`src/rtl/vga_pkg.sv`:
```
// Shared VGA definitions: visible resolution, the timing bundle carried
// through pixel stages, and the position clamp helper.
package vga_pkg;

  localparam int H_ACTIVE = 1024;
  localparam int V_ACTIVE = 768;

  // One pixel's worth of timing plus colour, as it travels down the pipeline.
  typedef struct packed {
    logic [10:0] hcount;
    logic        hsync;
    logic        hblnk;
    logic [10:0] vcount;
    logic        vsync;
    logic        vblnk;
    logic [11:0] rgb;
  } timing_t;

  // Unsigned saturation to an upper limit.
  function automatic logic [11:0] clamp_pos(input logic [11:0] val, input logic [11:0] lim);
    return (val > lim) ? lim : val;
  endfunction

endpackage

```
`src/rtl/draw_rect_stage_if.sv`:
```
// Signal bundle between the upstream VGA/PS2 sources, draw_rect_stage and
// the cursor stage. The master side feeds the stage; the slave is the stage.
interface draw_rect_stage_if;
  logic [11:0] xpos_in;
  logic [11:0] ypos_in;
  logic        pos_valid;
  logic [10:0] hcount_in;
  logic        hsync_in;
  logic        hblnk_in;
  logic [10:0] vcount_in;
  logic        vsync_in;
  logic        vblnk_in;
  logic [11:0] rgb_in;

  logic [10:0] hcount_out;
  logic        hsync_out;
  logic        hblnk_out;
  logic [10:0] vcount_out;
  logic        vsync_out;
  logic        vblnk_out;
  logic [11:0] rgb_out;
  logic [11:0] xpos_out;
  logic [11:0] ypos_out;

  modport master (
    output xpos_in, ypos_in, pos_valid,
    output hcount_in, hsync_in, hblnk_in, vcount_in, vsync_in, vblnk_in, rgb_in,
    input  hcount_out, hsync_out, hblnk_out, vcount_out, vsync_out, vblnk_out, rgb_out,
    input  xpos_out, ypos_out
  );

  modport slave (
    input  xpos_in, ypos_in, pos_valid,
    input  hcount_in, hsync_in, hblnk_in, vcount_in, vsync_in, vblnk_in, rgb_in,
    output hcount_out, hsync_out, hblnk_out, vcount_out, vsync_out, vblnk_out, rgb_out,
    output xpos_out, ypos_out
  );
endinterface

```
`src/rtl/draw_rect_stage_pos_latch.sv`:
```
// pos_latch: holds the latest clamped mouse sample and promotes it to the
// active (drawn) position only on a vblnk rising edge, so the rectangle never
// moves mid-frame. A sample arriving on the edge cycle itself is used at once.
module pos_latch
  import vga_pkg::*;
#(
  parameter int RECT_W = 48,
  parameter int RECT_H = 64
) (
  input  logic        clk,
  input  logic        rst_n,
  input  logic [11:0] i_xpos,
  input  logic [11:0] i_ypos,
  input  logic        i_pos_valid,
  input  logic        i_vblnk,
  output logic [11:0] o_active_x,
  output logic [11:0] o_active_y
);

  localparam logic [11:0] X_MAX = 12'(H_ACTIVE - RECT_W);
  localparam logic [11:0] Y_MAX = 12'(V_ACTIVE - RECT_H);

  logic [11:0] w_x_clamp;
  logic [11:0] w_y_clamp;
  logic        w_vblnk_rise;
  logic        r_vblnk_d;
  logic [11:0] r_pending_x;
  logic [11:0] r_pending_y;
  logic [11:0] r_active_x;
  logic [11:0] r_active_y;

  assign w_x_clamp    = clamp_pos(i_xpos, X_MAX);
  assign w_y_clamp    = clamp_pos(i_ypos, Y_MAX);
  assign w_vblnk_rise = i_vblnk & ~r_vblnk_d;

  // Delayed vblnk for rising-edge detection.
  always_ff @(posedge clk or negedge rst_n) begin
    if (!rst_n) r_vblnk_d <= 1'b0;
    else        r_vblnk_d <= i_vblnk;
  end

  // Pending position: captures every new clamped sample.
  always_ff @(posedge clk or negedge rst_n) begin
    if (!rst_n) begin
      r_pending_x <= 12'd0;
      r_pending_y <= 12'd0;
    end else if (i_pos_valid) begin
      r_pending_x <= w_x_clamp;
      r_pending_y <= w_y_clamp;
    end
  end

  // Active position: updated only at the frame boundary; a coincident sample wins.
  always_ff @(posedge clk or negedge rst_n) begin
    if (!rst_n) begin
      r_active_x <= 12'd0;
      r_active_y <= 12'd0;
    end else if (w_vblnk_rise) begin
      if (i_pos_valid) begin
        r_active_x <= w_x_clamp;
        r_active_y <= w_y_clamp;
      end else begin
        r_active_x <= r_pending_x;
        r_active_y <= r_pending_y;
      end
    end
  end

  assign o_active_x = r_active_x;
  assign o_active_y = r_active_y;

endmodule

```
`src/rtl/draw_rect_stage.sv`:
```
// draw_rect_stage: paints a fixed-size rectangle at the frame-stable mouse
// position over the incoming VGA stream, with a 2-cycle pipeline for all
// timing and colour. The active position is also forwarded to the cursor stage.
// Optional macro RECT_BORDER_EN: draw the rectangle outline in white.
module draw_rect_stage
  import vga_pkg::*;
#(
  parameter int          RECT_W     = 48,
  parameter int          RECT_H     = 64,
  parameter logic [11:0] RECT_COLOR = 12'hF80
) (
  input logic         pclk,
  input logic         rst_n,
  draw_rect_stage_if.slave bus
);

  logic [11:0] w_active_x;
  logic [11:0] w_active_y;
  timing_t     w_s0;
  logic [12:0] w_hc;
  logic [12:0] w_vc;
  logic [12:0] w_x_lo;
  logic [12:0] w_y_lo;
  logic [12:0] w_x_end;
  logic [12:0] w_y_end;
  logic        w_hit;
  logic [11:0] w_pix;
  timing_t     w_s2_next;
  timing_t     r_s1;
  timing_t     r_s2;
  logic        r_hit;

  pos_latch #(
    .RECT_W(RECT_W),
    .RECT_H(RECT_H)
  ) u_pos_latch (
    .clk        (pclk),
    .rst_n      (rst_n),
    .i_xpos     (bus.xpos_in),
    .i_ypos     (bus.ypos_in),
    .i_pos_valid(bus.pos_valid),
    .i_vblnk    (bus.vblnk_in),
    .o_active_x (w_active_x),
    .o_active_y (w_active_y)
  );

  assign w_s0 = {bus.hcount_in, bus.hsync_in, bus.hblnk_in,
                 bus.vcount_in, bus.vsync_in, bus.vblnk_in, bus.rgb_in};

  // Bounds are 13 bits so active+size cannot wrap.
  assign w_hc    = {2'b00, bus.hcount_in};
  assign w_vc    = {2'b00, bus.vcount_in};
  assign w_x_lo  = {1'b0, w_active_x};
  assign w_y_lo  = {1'b0, w_active_y};
  assign w_x_end = w_x_lo + 13'(RECT_W);
  assign w_y_end = w_y_lo + 13'(RECT_H);
  assign w_hit   = (w_hc >= w_x_lo) && (w_hc < w_x_end) &&
                   (w_vc >= w_y_lo) && (w_vc < w_y_end);

`ifdef RECT_BORDER_EN
  logic w_edge;
  logic r_edge;

  assign w_edge = (w_hc == w_x_lo) || (w_hc == w_x_end - 13'd1) ||
                  (w_vc == w_y_lo) || (w_vc == w_y_end - 13'd1);

  // Outline flag travels alongside the hit flag through S1.
  always_ff @(posedge pclk or negedge rst_n) begin
    if (!rst_n) r_edge <= 1'b0;
    else        r_edge <= w_edge;
  end
`endif

  // S1: register timing, background pixel and rectangle hit.
  always_ff @(posedge pclk or negedge rst_n) begin
    if (!rst_n) begin
      r_s1  <= '0;
      r_hit <= 1'b0;
    end else begin
      r_s1  <= w_s0;
      r_hit <= w_hit;
    end
  end

  // Compositing: blanking forces black, otherwise rectangle over background.
  always_comb begin
    w_pix = r_s1.rgb;
    if (r_s1.hblnk || r_s1.vblnk) begin
      w_pix = 12'h000;
    end else if (r_hit) begin
`ifdef RECT_BORDER_EN
      w_pix = r_edge ? 12'hFFF : RECT_COLOR;
`else
      w_pix = RECT_COLOR;
`endif
    end
  end

  // S2 payload: S1 timing with the composited colour.
  always_comb begin
    w_s2_next     = r_s1;
    w_s2_next.rgb = w_pix;
  end

  // S2: output register.
  always_ff @(posedge pclk or negedge rst_n) begin
    if (!rst_n) r_s2 <= '0;
    else        r_s2 <= w_s2_next;
  end

  assign bus.hcount_out = r_s2.hcount;
  assign bus.hsync_out  = r_s2.hsync;
  assign bus.hblnk_out  = r_s2.hblnk;
  assign bus.vcount_out = r_s2.vcount;
  assign bus.vsync_out  = r_s2.vsync;
  assign bus.vblnk_out  = r_s2.vblnk;
  assign bus.rgb_out    = r_s2.rgb;
  assign bus.xpos_out   = w_active_x;
  assign bus.ypos_out   = w_active_y;

endmodule

```
`src/flat_wrapper.sv`:
```
// flat-port wrapper written by rule: the top's interface ports become plain ports
module draw_rect_stage_flat import vga_pkg::*;
#(
  parameter int          RECT_W     = 48,
  parameter int          RECT_H     = 64,
  parameter logic [11:0] RECT_COLOR = 12'hF80
)
  (pclk, rst_n, bus_xpos_in, bus_ypos_in, bus_pos_valid, bus_hcount_in, bus_hsync_in, bus_hblnk_in, bus_vcount_in, bus_vsync_in, bus_vblnk_in, bus_rgb_in, bus_hcount_out, bus_hsync_out, bus_hblnk_out, bus_vcount_out, bus_vsync_out, bus_vblnk_out, bus_rgb_out, bus_xpos_out, bus_ypos_out);
  draw_rect_stage_if bus_i ();
  input logic pclk;
  input logic rst_n;
  input wire logic [$bits(bus_i.xpos_in)-1:0] bus_xpos_in;
  input wire logic [$bits(bus_i.ypos_in)-1:0] bus_ypos_in;
  input wire logic [$bits(bus_i.pos_valid)-1:0] bus_pos_valid;
  input wire logic [$bits(bus_i.hcount_in)-1:0] bus_hcount_in;
  input wire logic [$bits(bus_i.hsync_in)-1:0] bus_hsync_in;
  input wire logic [$bits(bus_i.hblnk_in)-1:0] bus_hblnk_in;
  input wire logic [$bits(bus_i.vcount_in)-1:0] bus_vcount_in;
  input wire logic [$bits(bus_i.vsync_in)-1:0] bus_vsync_in;
  input wire logic [$bits(bus_i.vblnk_in)-1:0] bus_vblnk_in;
  input wire logic [$bits(bus_i.rgb_in)-1:0] bus_rgb_in;
  output wire logic [$bits(bus_i.hcount_out)-1:0] bus_hcount_out;
  output wire logic [$bits(bus_i.hsync_out)-1:0] bus_hsync_out;
  output wire logic [$bits(bus_i.hblnk_out)-1:0] bus_hblnk_out;
  output wire logic [$bits(bus_i.vcount_out)-1:0] bus_vcount_out;
  output wire logic [$bits(bus_i.vsync_out)-1:0] bus_vsync_out;
  output wire logic [$bits(bus_i.vblnk_out)-1:0] bus_vblnk_out;
  output wire logic [$bits(bus_i.rgb_out)-1:0] bus_rgb_out;
  output wire logic [$bits(bus_i.xpos_out)-1:0] bus_xpos_out;
  output wire logic [$bits(bus_i.ypos_out)-1:0] bus_ypos_out;
  assign bus_i.xpos_in = bus_xpos_in;
  assign bus_i.ypos_in = bus_ypos_in;
  assign bus_i.pos_valid = bus_pos_valid;
  assign bus_i.hcount_in = bus_hcount_in;
  assign bus_i.hsync_in = bus_hsync_in;
  assign bus_i.hblnk_in = bus_hblnk_in;
  assign bus_i.vcount_in = bus_vcount_in;
  assign bus_i.vsync_in = bus_vsync_in;
  assign bus_i.vblnk_in = bus_vblnk_in;
  assign bus_i.rgb_in = bus_rgb_in;
  assign bus_hcount_out = bus_i.hcount_out;
  assign bus_hsync_out = bus_i.hsync_out;
  assign bus_hblnk_out = bus_i.hblnk_out;
  assign bus_vcount_out = bus_i.vcount_out;
  assign bus_vsync_out = bus_i.vsync_out;
  assign bus_vblnk_out = bus_i.vblnk_out;
  assign bus_rgb_out = bus_i.rgb_out;
  assign bus_xpos_out = bus_i.xpos_out;
  assign bus_ypos_out = bus_i.ypos_out;
  draw_rect_stage #(.RECT_W(RECT_W), .RECT_H(RECT_H), .RECT_COLOR(RECT_COLOR)) u_core (.pclk(pclk), .rst_n(rst_n), .bus(bus_i));
endmodule
```
`config.mk`:
```
export PLATFORM = sky130hd
export DESIGN_NAME = draw_rect_stage_flat
export DESIGN_NICKNAME = d
export VERILOG_FILES = /design/src/rtl/vga_pkg.sv /design/src/rtl/draw_rect_stage_if.sv /design/src/rtl/draw_rect_stage_pos_latch.sv /design/src/rtl/draw_rect_stage.sv /design/src/flat_wrapper.sv
export SDC_FILE = /design/constraint.sdc
export NUM_CORES = 1
export LEC_CHECK = 0
export BUFFER_PORTS_ARGS = -buffer_cell sky130_fd_sc_hd__buf_2
export CORE_ASPECT_RATIO = 0.5
export CORE_MARGIN = 2
export CORE_UTILIZATION = 52
export CTS_CLUSTER_SIZE = 8
export DETAILED_ROUTE_END_ITERATION = 8
export GPL_ROUTABILITY_DRIVEN = 0
export PLACE_DENSITY_LB_ADDON = 0.3
export SKIP_CTS_REPAIR_TIMING = 1
export SLEW_MARGIN = 20
export SYNTH_ARGS = -nofsm -noshare
export SYNTH_HDL_FRONTEND = slang
export SYNTH_SLANG_ARGS = --single-unit
```
`constraint.sdc`:
```
create_clock -name pclk -period 2.91 [get_ports pclk]
set_input_delay 0.291 -clock pclk [delete_from_list [all_inputs] [get_ports pclk]]
set_output_delay 0.291 -clock pclk [all_outputs]
set_load 0.05 [all_outputs]
```
Word level (Yosys, flattened, before mapping). Index checks and enable logic that the tools add are counted.

Add/subtract/negate cells: 2. Order comparisons: 6. Multiplexer cells: 6. Bitwise operators: 2. Reductions and logical operators: 4.

Operator list (count): 12-bit 2-to-1 mux (6); 11-bit by 13-bit less-than comparator with 1-bit output (2); 11-bit by 12-bit greater-or-equal comparator with 1-bit output (2); 12-bit by 10-bit > comparator with 1-bit output (second input constant) (2); 12-bit by 6-bit adder with 13-bit output (second input constant) (1); 12-bit by 7-bit adder with 13-bit output (second input constant) (1); 1-bit logical AND (3); 1-bit AND (1); 1-bit logical OR (1); 1-bit inverter (1).

Flip-flop bits (word level): 125. Output and inout bits: 62.

Logic depth before layout (Yosys ltp). Gate-level depths: netlist of the first run.

Depth after elaboration: 5. Gate-level depth with buffers: 10. Depth with buffers taken out: 10.

Hierarchy. Synthesis of the first run repeated with hierarchy kept, for this count alone.

Cells, all modules: 396. Area total of the unflattened synthesis: 5056.1 um^2.

By module, submodules not included: draw_rect_stage (times used 1, cells each 231, area an instance 3078.0 um^2, sequential area each 1926.8 um^2); pos_latch (times used 1, cells each 165, area an instance 1978.1 um^2, sequential area each 1226.2 um^2).

Least setup slack after synthesis of the first run. Ideal clock, no wire load.

Path type: register -> register. Start point: register u_core.u_pos_latch.r_active_x[4] (netlist: u_core.u_pos_latch.o_active_x[4]). End point: register u_core.r_hit. Setup time: 101 ps. Data arrival time: 2449 ps. Path slack: 360 ps. Stages on the path, launching flop included: 10. Buffers on the path: 0. Path through: dfrtp_1 > inv_1 > ha_1 > nor3_1 > xnor2_1 > ha_1 > a21boi_0 > a2111oi_0 > a221oi_1 > nor4_1.

Word-level cells in the longest chain between the ends: 5.

Ends and longest elaborated chain: from (decl) (RTL line draw_rect_stage_pos_latch.sv:29) `logic [11:0] r_active_x;`; from (signal assigned) (RTL line draw_rect_stage_pos_latch.sv:60) `r_active_x <= w_x_clamp;`; from (signal assigned) (RTL line draw_rect_stage_pos_latch.sv:63) `r_active_x <= r_pending_x;`; 12-bit by 6-bit adder with 13-bit output (RTL line draw_rect_stage.sv:55) `assign w_x_end = w_x_lo + 13'(RECT_W);`; 11-bit by 13-bit less-than comparator with 1-bit output (RTL line draw_rect_stage.sv:57) `assign w_hit = (w_hc >= w_x_lo) && (w_hc < w_x_end) &&`; 1-bit logical AND (*) (2 in series) (RTL line draw_rect_stage.sv:57); 1-bit logical AND (*) (RTL line draw_rect_stage.sv:58) `(w_vc >= w_y_lo) && (w_vc < w_y_end);`; net u_core.w_hit (RTL line draw_rect_stage.sv:26) `logic w_hit;`; to (signal assigned) (RTL line draw_rect_stage.sv:81) `r_hit <= w_hit;`; to (decl) (RTL line draw_rect_stage.sv:31) `logic r_hit;`.

Mark *: on every way through the listed nets, which the timed path passes. The rest lies on a longest branch. A chain may end at the register's enable or synchronous reset.

Worst setup path in the final report of the first run. Ends and elaborated chain as after synthesis.

==> results.cfg, run 1 <==
[cells_and_area]
drive_gt1_share_pct = 31.8
fin_util_pct = 69.8
fillers = 681
multi_input_area_um2 = 1640
layout.cells.non_filler = 678
final_nets = 646
ff_latch_area_um2 = 3130
stdcell_area_um2 = 6510
antenna-diode-count = 0
syn_to_final_growth_pct = 31.9

[global_route]
grt_usage_pct = 21.2
grt_max_degree = 50
grt_first_pass_wirelength_um = 16400
grt_pass1_vias = 3420
grt.overflow.total = 0
grt_antenna_before_repair = 0

[sta]
setup_tns_ns = 0
fin_ws_ns = 0.475
setup_violations = 0
holdWs_ns = 0.00818
slew_viol_final = 0
hold_violations = 0
fin_skew_ns = 0.00474
max_slew_margin_pct = 58.6
layout_min_cycle_time_ns = 2.44
rsz0062_at_grt = no
max_freq_ghz = 0.411
final.period_utilization_pct = 83.7
tightest_slew_ns = 0.616

[power]
leakagePower_nw = 3.29
powerDensity_nw_per_um2 = 708
power_mw = 4.61
peakVddDrop_uv = 483

[floorplanning]
core_um2 = 9320
start_util_pct = 52.9
fp-row-count = 25
dieWidth_um = 142
pin_count = 127
die-area_um2 = 10300
die_y_um = 72.9

[critical_path]
cp-end-kind = flop
crit_path_max_fanout = 6
required_ns = 3.22
r2r_setup_slack_ns = 0.47
critical_path_class = reg -> reg
cp.arrival_ns = 2.75
cp-start-kind = flop

[place]
io_buffers = 126
dpl.hpwl_um = 7160
dpl_worst_slack_ns = 0.500
place_area_um2 = 5730
placedCellCount = 625

[drt]
via_per_inst = 5.17
wirelength_um = 10200
firstDrtPassIters = 4
drc = 0
drt_iter0_drc = 149
post_drt_wl_per_cell_um = 15.1
vias = 3507
final_antenna_net_count = 0

[yosys]
ys_seq_elements = 125
ys_seq_area_share_pct = 63.4
synth_area_um2 = 4930
syn_nets = 482
async_reset_ff_share_pct = 100
netlist_instances = 381
ys.flop_type = dfrtp_1
synth_warnings = 0
syn_avg_cell_area_um2 = 13.0
synth_edf_count = 0
ys_types = 44

[clocking]
clock_latency_ns = 0.41
root_buffer = clkbuf_16
cts.sinks = 125
cts_buffer_depth = 2
tritoncts = built
cts_buffers = 17
htreeDepth = 4
clkSlewWorstSetupHoldPaths_ns = 0.05

[hold_path]
hold_class = in -> reg

[run_status]
status = finished clean

[flow_run]
maxCapViolCount = 0
[critical path, cell delays in order, from the launching register on]
cell and delay [ns]:
dfrtp_1 0.42, inv_1 0.10, ha_1 0.27, nor3_1 0.20
xnor2_1 0.15, ha_1 0.26, a21boi_0 0.13, a2111oi_0 0.43
a221oi_1 0.16, nor4_1 0.23
[per-layer routing]
metal / share of wire, % / vias up / routed length (µm) / track usage (%)
li1: - / 1681 / - / -
met1: 44 / 1700 / 4480 / 26.0
met2: 48 / 103 / 4950 / 35.1
met3: 5.5 / 23 / 560 / 6.50
met4: 2.2 / 0 / 224 / 10.0
met5: 0 / - / 0 / 0
[final timing paths]
path,end,cells after the start,startpoint
min reg2reg,u_core.bus.vcount_out[6],0,u_core.r_s1[20]
min in group asynchronous,u_core.r_s1[26],2,rst_n
max,u_core.r_hit,9,u_core.u_pos_latch.o_active_x[4]
max in group asynchronous,u_core.r_s1[9],3,rst_n
max reg2reg,u_core.r_hit,9,u_core.u_pos_latch.o_active_x[4]
min,u_core.r_s1[3],1,bus_rgb_in[3]
[cell usage after synthesis, types with 2 or more instances]
| cell type | number | area share, % |
|---|---|---|
| a221oi_1 | 3 | 0.53 |
| ha_1 | 36 | 9.1 |
| and2_1 | 8 | 1.0 |
| a311oi_1 | 5 | 0.89 |
| dfrtp_1 | 125 | 63 |
| nor2_1 | 13 | 0.99 |
| nor2b_1 | 10 | 1.3 |
| nor3_1 | 5 | 0.51 |
| o21a_1 | 6 | 0.91 |
| a22o_1 | 2 | 0.36 |
| a22oi_1 | 4 | 0.61 |
| a21oi_1 | 22 | 2.2 |
| xnor2_1 | 7 | 1.2 |
| clkbuf_1 | 5 | 0.38 |
| a21o_1 | 8 | 1.2 |
| o31ai_1 | 4 | 0.61 |
| nand3_1 | 4 | 0.41 |
| a21boi_0 | 2 | 0.30 |
| nand2_1 | 9 | 0.68 |
| nand2b_1 | 5 | 0.63 |
| mux2_2 | 15 | 3.4 |
| a31oi_1 | 4 | 0.51 |
| a211oi_1 | 3 | 0.46 |
| a2111oi_0 | 2 | 0.36 |
| o22a_1 | 4 | 0.71 |
| o21ai_0 | 11 | 1.1 |
| nor4_1 | 3 | 0.38 |
| inv_1 | 35 | 2.7 |
| o2111ai_1 | 2 | 0.36 |
| nand4_1 | 5 | 0.63 |
[state kept, by name (all words and copies together) (netlist names), 11 cells and up]
| signal | flops |
|---|---|
| u_core.u_pos_latch.o_active_y | 12 |
| u_core.bus.hcount_out | 11 |
| u_core.bus.rgb_out | 12 |
| u_core.u_pos_latch.r_pending_x | 12 |
| u_core.u_pos_latch.o_active_x | 12 |
| u_core.r_s1 | 38 |
| u_core.bus.vcount_out | 11 |
| u_core.u_pos_latch.r_pending_y | 12 |
[power breakdown]
| part | total [mW] | leakage [nW] | switching, mW | internal (mW) |
|---|---|---|---|---|
| clock | 1.95 | 0.282 | 0.703 | 1.25 |
| sequential | 1.90 | 1.50 | 0.0545 | 1.84 |
| combinational | 0.761 | 1.51 | 0.500 | 0.262 |
| total | 4.61 | 3.29 | 1.26 | 3.35 |
[kinds of logic (layout without fill, tap and decap cells)]
family          after synthesis  after routing  share of synthesized area, %
flops                       125            125                          63.4
compound gates               86             86                          11.9
fa+ha+maj                    36             36                          9.13
xor+xnor                      8              8                          1.42
buf+inv                      43            219                          3.30
mux                          15             15                          3.42
simple gates                 68             68                          7.45
[cells in the final DEF (no fill, tap or decap), types with 2 or more instances in the layout]
cell type,count
buf_2,125
dfrtp_1,125
ha_1,36
inv_1,35
a21oi_1,22
dlygate4sd3_1,22
clkbuf_16,17
mux2_2,15
nor2_1,13
o21ai_0,11
nor2b_1,10
nand2_1,9
and2_1,8
a21o_1,8
xnor2_1,7
clkinv_2,7
o21a_1,6
nor3_1,5
nand4_1,5
nand2b_1,5
a311oi_1,5
o22a_1,4
a31oi_1,4
nand3_1,4
o31ai_1,4
a22oi_1,4
clkbuf_8,4
buf_4,4
nor4_1,3
a211oi_1,3
a221oi_1,3
a22o_1,2
o2111ai_1,2
a21boi_0,2
a2111oi_0,2
clkbuf_1,2
[layout make-up]
class                           instances  share of cell area (%)
Clock inverter                          8                    1.00
Multi-Input combinational cell        213                    25.3
Timing Repair Buffer                  152                    13.8
Tap cell                              121                    2.33
Sequential cell                       125                    48.1
Inverter                               36                    2.08
Clock buffer                           23                    7.50
Note: power is estimated with default switching activity, not from simulation.
==> inputs of run 2 (changes only) <==
==> constraint.sdc (replaced) <==
create_clock -name pclk -period 2.4 [get_ports pclk]
set_input_delay 0.24 -clock pclk [delete_from_list [all_inputs] [get_ports pclk]]
set_output_delay 0.24 -clock pclk [all_outputs]
set_load 0.05 [all_outputs]
==> results.cfg, run 2 (synthesis results as in run 1) <==
[sta]
max_slew_margin_pct = 60.5
hold_violations = 0
max_freq_ghz = 0.437
slew_viol_final = 0
tightest_slew_ns = 0.592
final.period_utilization_pct = 95.3
layout_min_cycle_time_ns = 2.29
setup_violations = 0
fin_skew_ns = 0.00696

[cells_and_area]
ff_latch_area_um2 = 3130
top_register = u_core.r_s1
syn_to_final_growth_pct = 36.6
largest_register_ffs = 38
drive_gt1_share_pct = 32.6
multi_input_area_um2 = 1670
final_cell_mix = buf_2, dfrtp_1, dlygate4sd3_1
final_common_cell = buf_2
stdcell_area_um2 = 6740
antenna-diode-count = 0
final_nets = 666
fillers = 642
layout.cells.non_filler = 698

[critical_path]
slowest_stage = dfrtp_2
cp-start-kind = flop
path_buf_inv = 1
crit_path_max_fanout = 6
cp_top_family = compound AO/OA/AOI/OAI gates
required_ns = 2.70
max_stage_delay_ns = 0.41
path_cells = inv_2, ha_4, nor3_2, xnor2_1, ha_1, a21boi_0, a2111oi_0, a221oi_1, nor4_1
critical_path_class = reg -> reg
cp-end-kind = flop
cp.arrival_ns = 2.59

[place]
io_buffers = 126
place_area_um2 = 5760
dpl.hpwl_um = 7280
placedCellCount = 628

[global_route]
grt_pass1_vias = 3186
grt_antenna_before_repair = 0
grt_usage_pct = 20.5
grt.overflow.total = 0
grt_first_pass_wirelength_um = 15800
grt_max_degree = 53

[drt]
via_per_inst = 5.04
final_antenna_net_count = 0
drc = 0
firstDrtPassIters = 4
vias = 3516
post_drt_wl_per_cell_um = 15.5
drt_iter0_drc = 243
wirelength_um = 10800

[clocking]
htreeDepth = 4
cts.sinks = 125
clock_latency_ns = 0.41
tritoncts = built
clkSlewWorstSetupHoldPaths_ns = 0.06
cts_buffer_depth = 2
root_buffer = clkbuf_16
cts_buffers = 17

[floorplanning]
core_um2 = 9320
die_y_um = 72.9
fp-row-count = 25
die-area_um2 = 10300
pin_count = 127
dieWidth_um = 142
start_util_pct = 52.9

[flow_run]
maxCapViolCount = 0

[run_status]
status = finished clean

[hold_path]
hold_class = in -> reg

[power]
peakVddDrop_uv = 575
powerDensity_nw_per_um2 = 846
leakagePower_nw = 3.36
==> run 2: path summary, 6_finish.rpt <==
kind | from | to | slack (ns) | cells past startpoint
max | u_core.u_pos_latch.o_active_x[4] | u_core.r_hit | 0.11 | 9
min | bus_ypos_in[1] | u_core.u_pos_latch.r_pending_y[1] | 0.07 | 2
max reg2reg | u_core.u_pos_latch.o_active_x[4] | u_core.r_hit | 0.11 | 9
min reg2reg | u_core.r_s1[23] | u_core.bus.vcount_out[9] | 0.35 | 0
max in group asynchronous | rst_n | u_core.u_pos_latch.o_active_x[4] | 1.28 | 3
min in group asynchronous | rst_n | u_core.bus.hcount_out[6] | 0.38 | 2
==> run 2: cell type report <==
| class | instances | area share (%) |
|---|---|---|
| sequential | 125 | 46.5 |
| clock buffer | 19 | 6.57 |
| multi-input combinational | 213 | 24.8 |
| clock inverter | 12 | 1.82 |
| timing repair buffer | 172 | 16.1 |
| inverter | 36 | 2.00 |
| tap | 121 | 2.25 |
==> run 2: per-stage QoR <==
stage          total power [mW]  worst slack [ns]  util [%]  hold slack (ns)  TNS (ns)
4_1_cts                    5.68           0.00789      67.9           -0.153         0
3_5_place_dp               3.24            0.0395      61.8            0.282         0
2_1_floorplan              2.93            0.0270         -          -0.0556         0
3_3_place_gp               3.22             0.127      61.8            0.273         0
5_1_grt                    5.95           -0.0894      72.3           0.0741   -0.0894
6_report                   5.70             0.112      72.3           0.0710         0
==> run 2: power breakdown <==
part           switching, mW  internal (mW)
registers             0.0659           2.23
logic                  0.628          0.349
clock network          0.890           1.54
total                   1.58           4.12
==> run 2: metal layers <==
layer	wire (µm)	up-vias	GRT usage, %
met5	0	-	0
met4	192	0	7.33
met3	499	19	5.97
met2	5180	89	32.4
met1	4970	1695	27.5
li1	-	1713	-
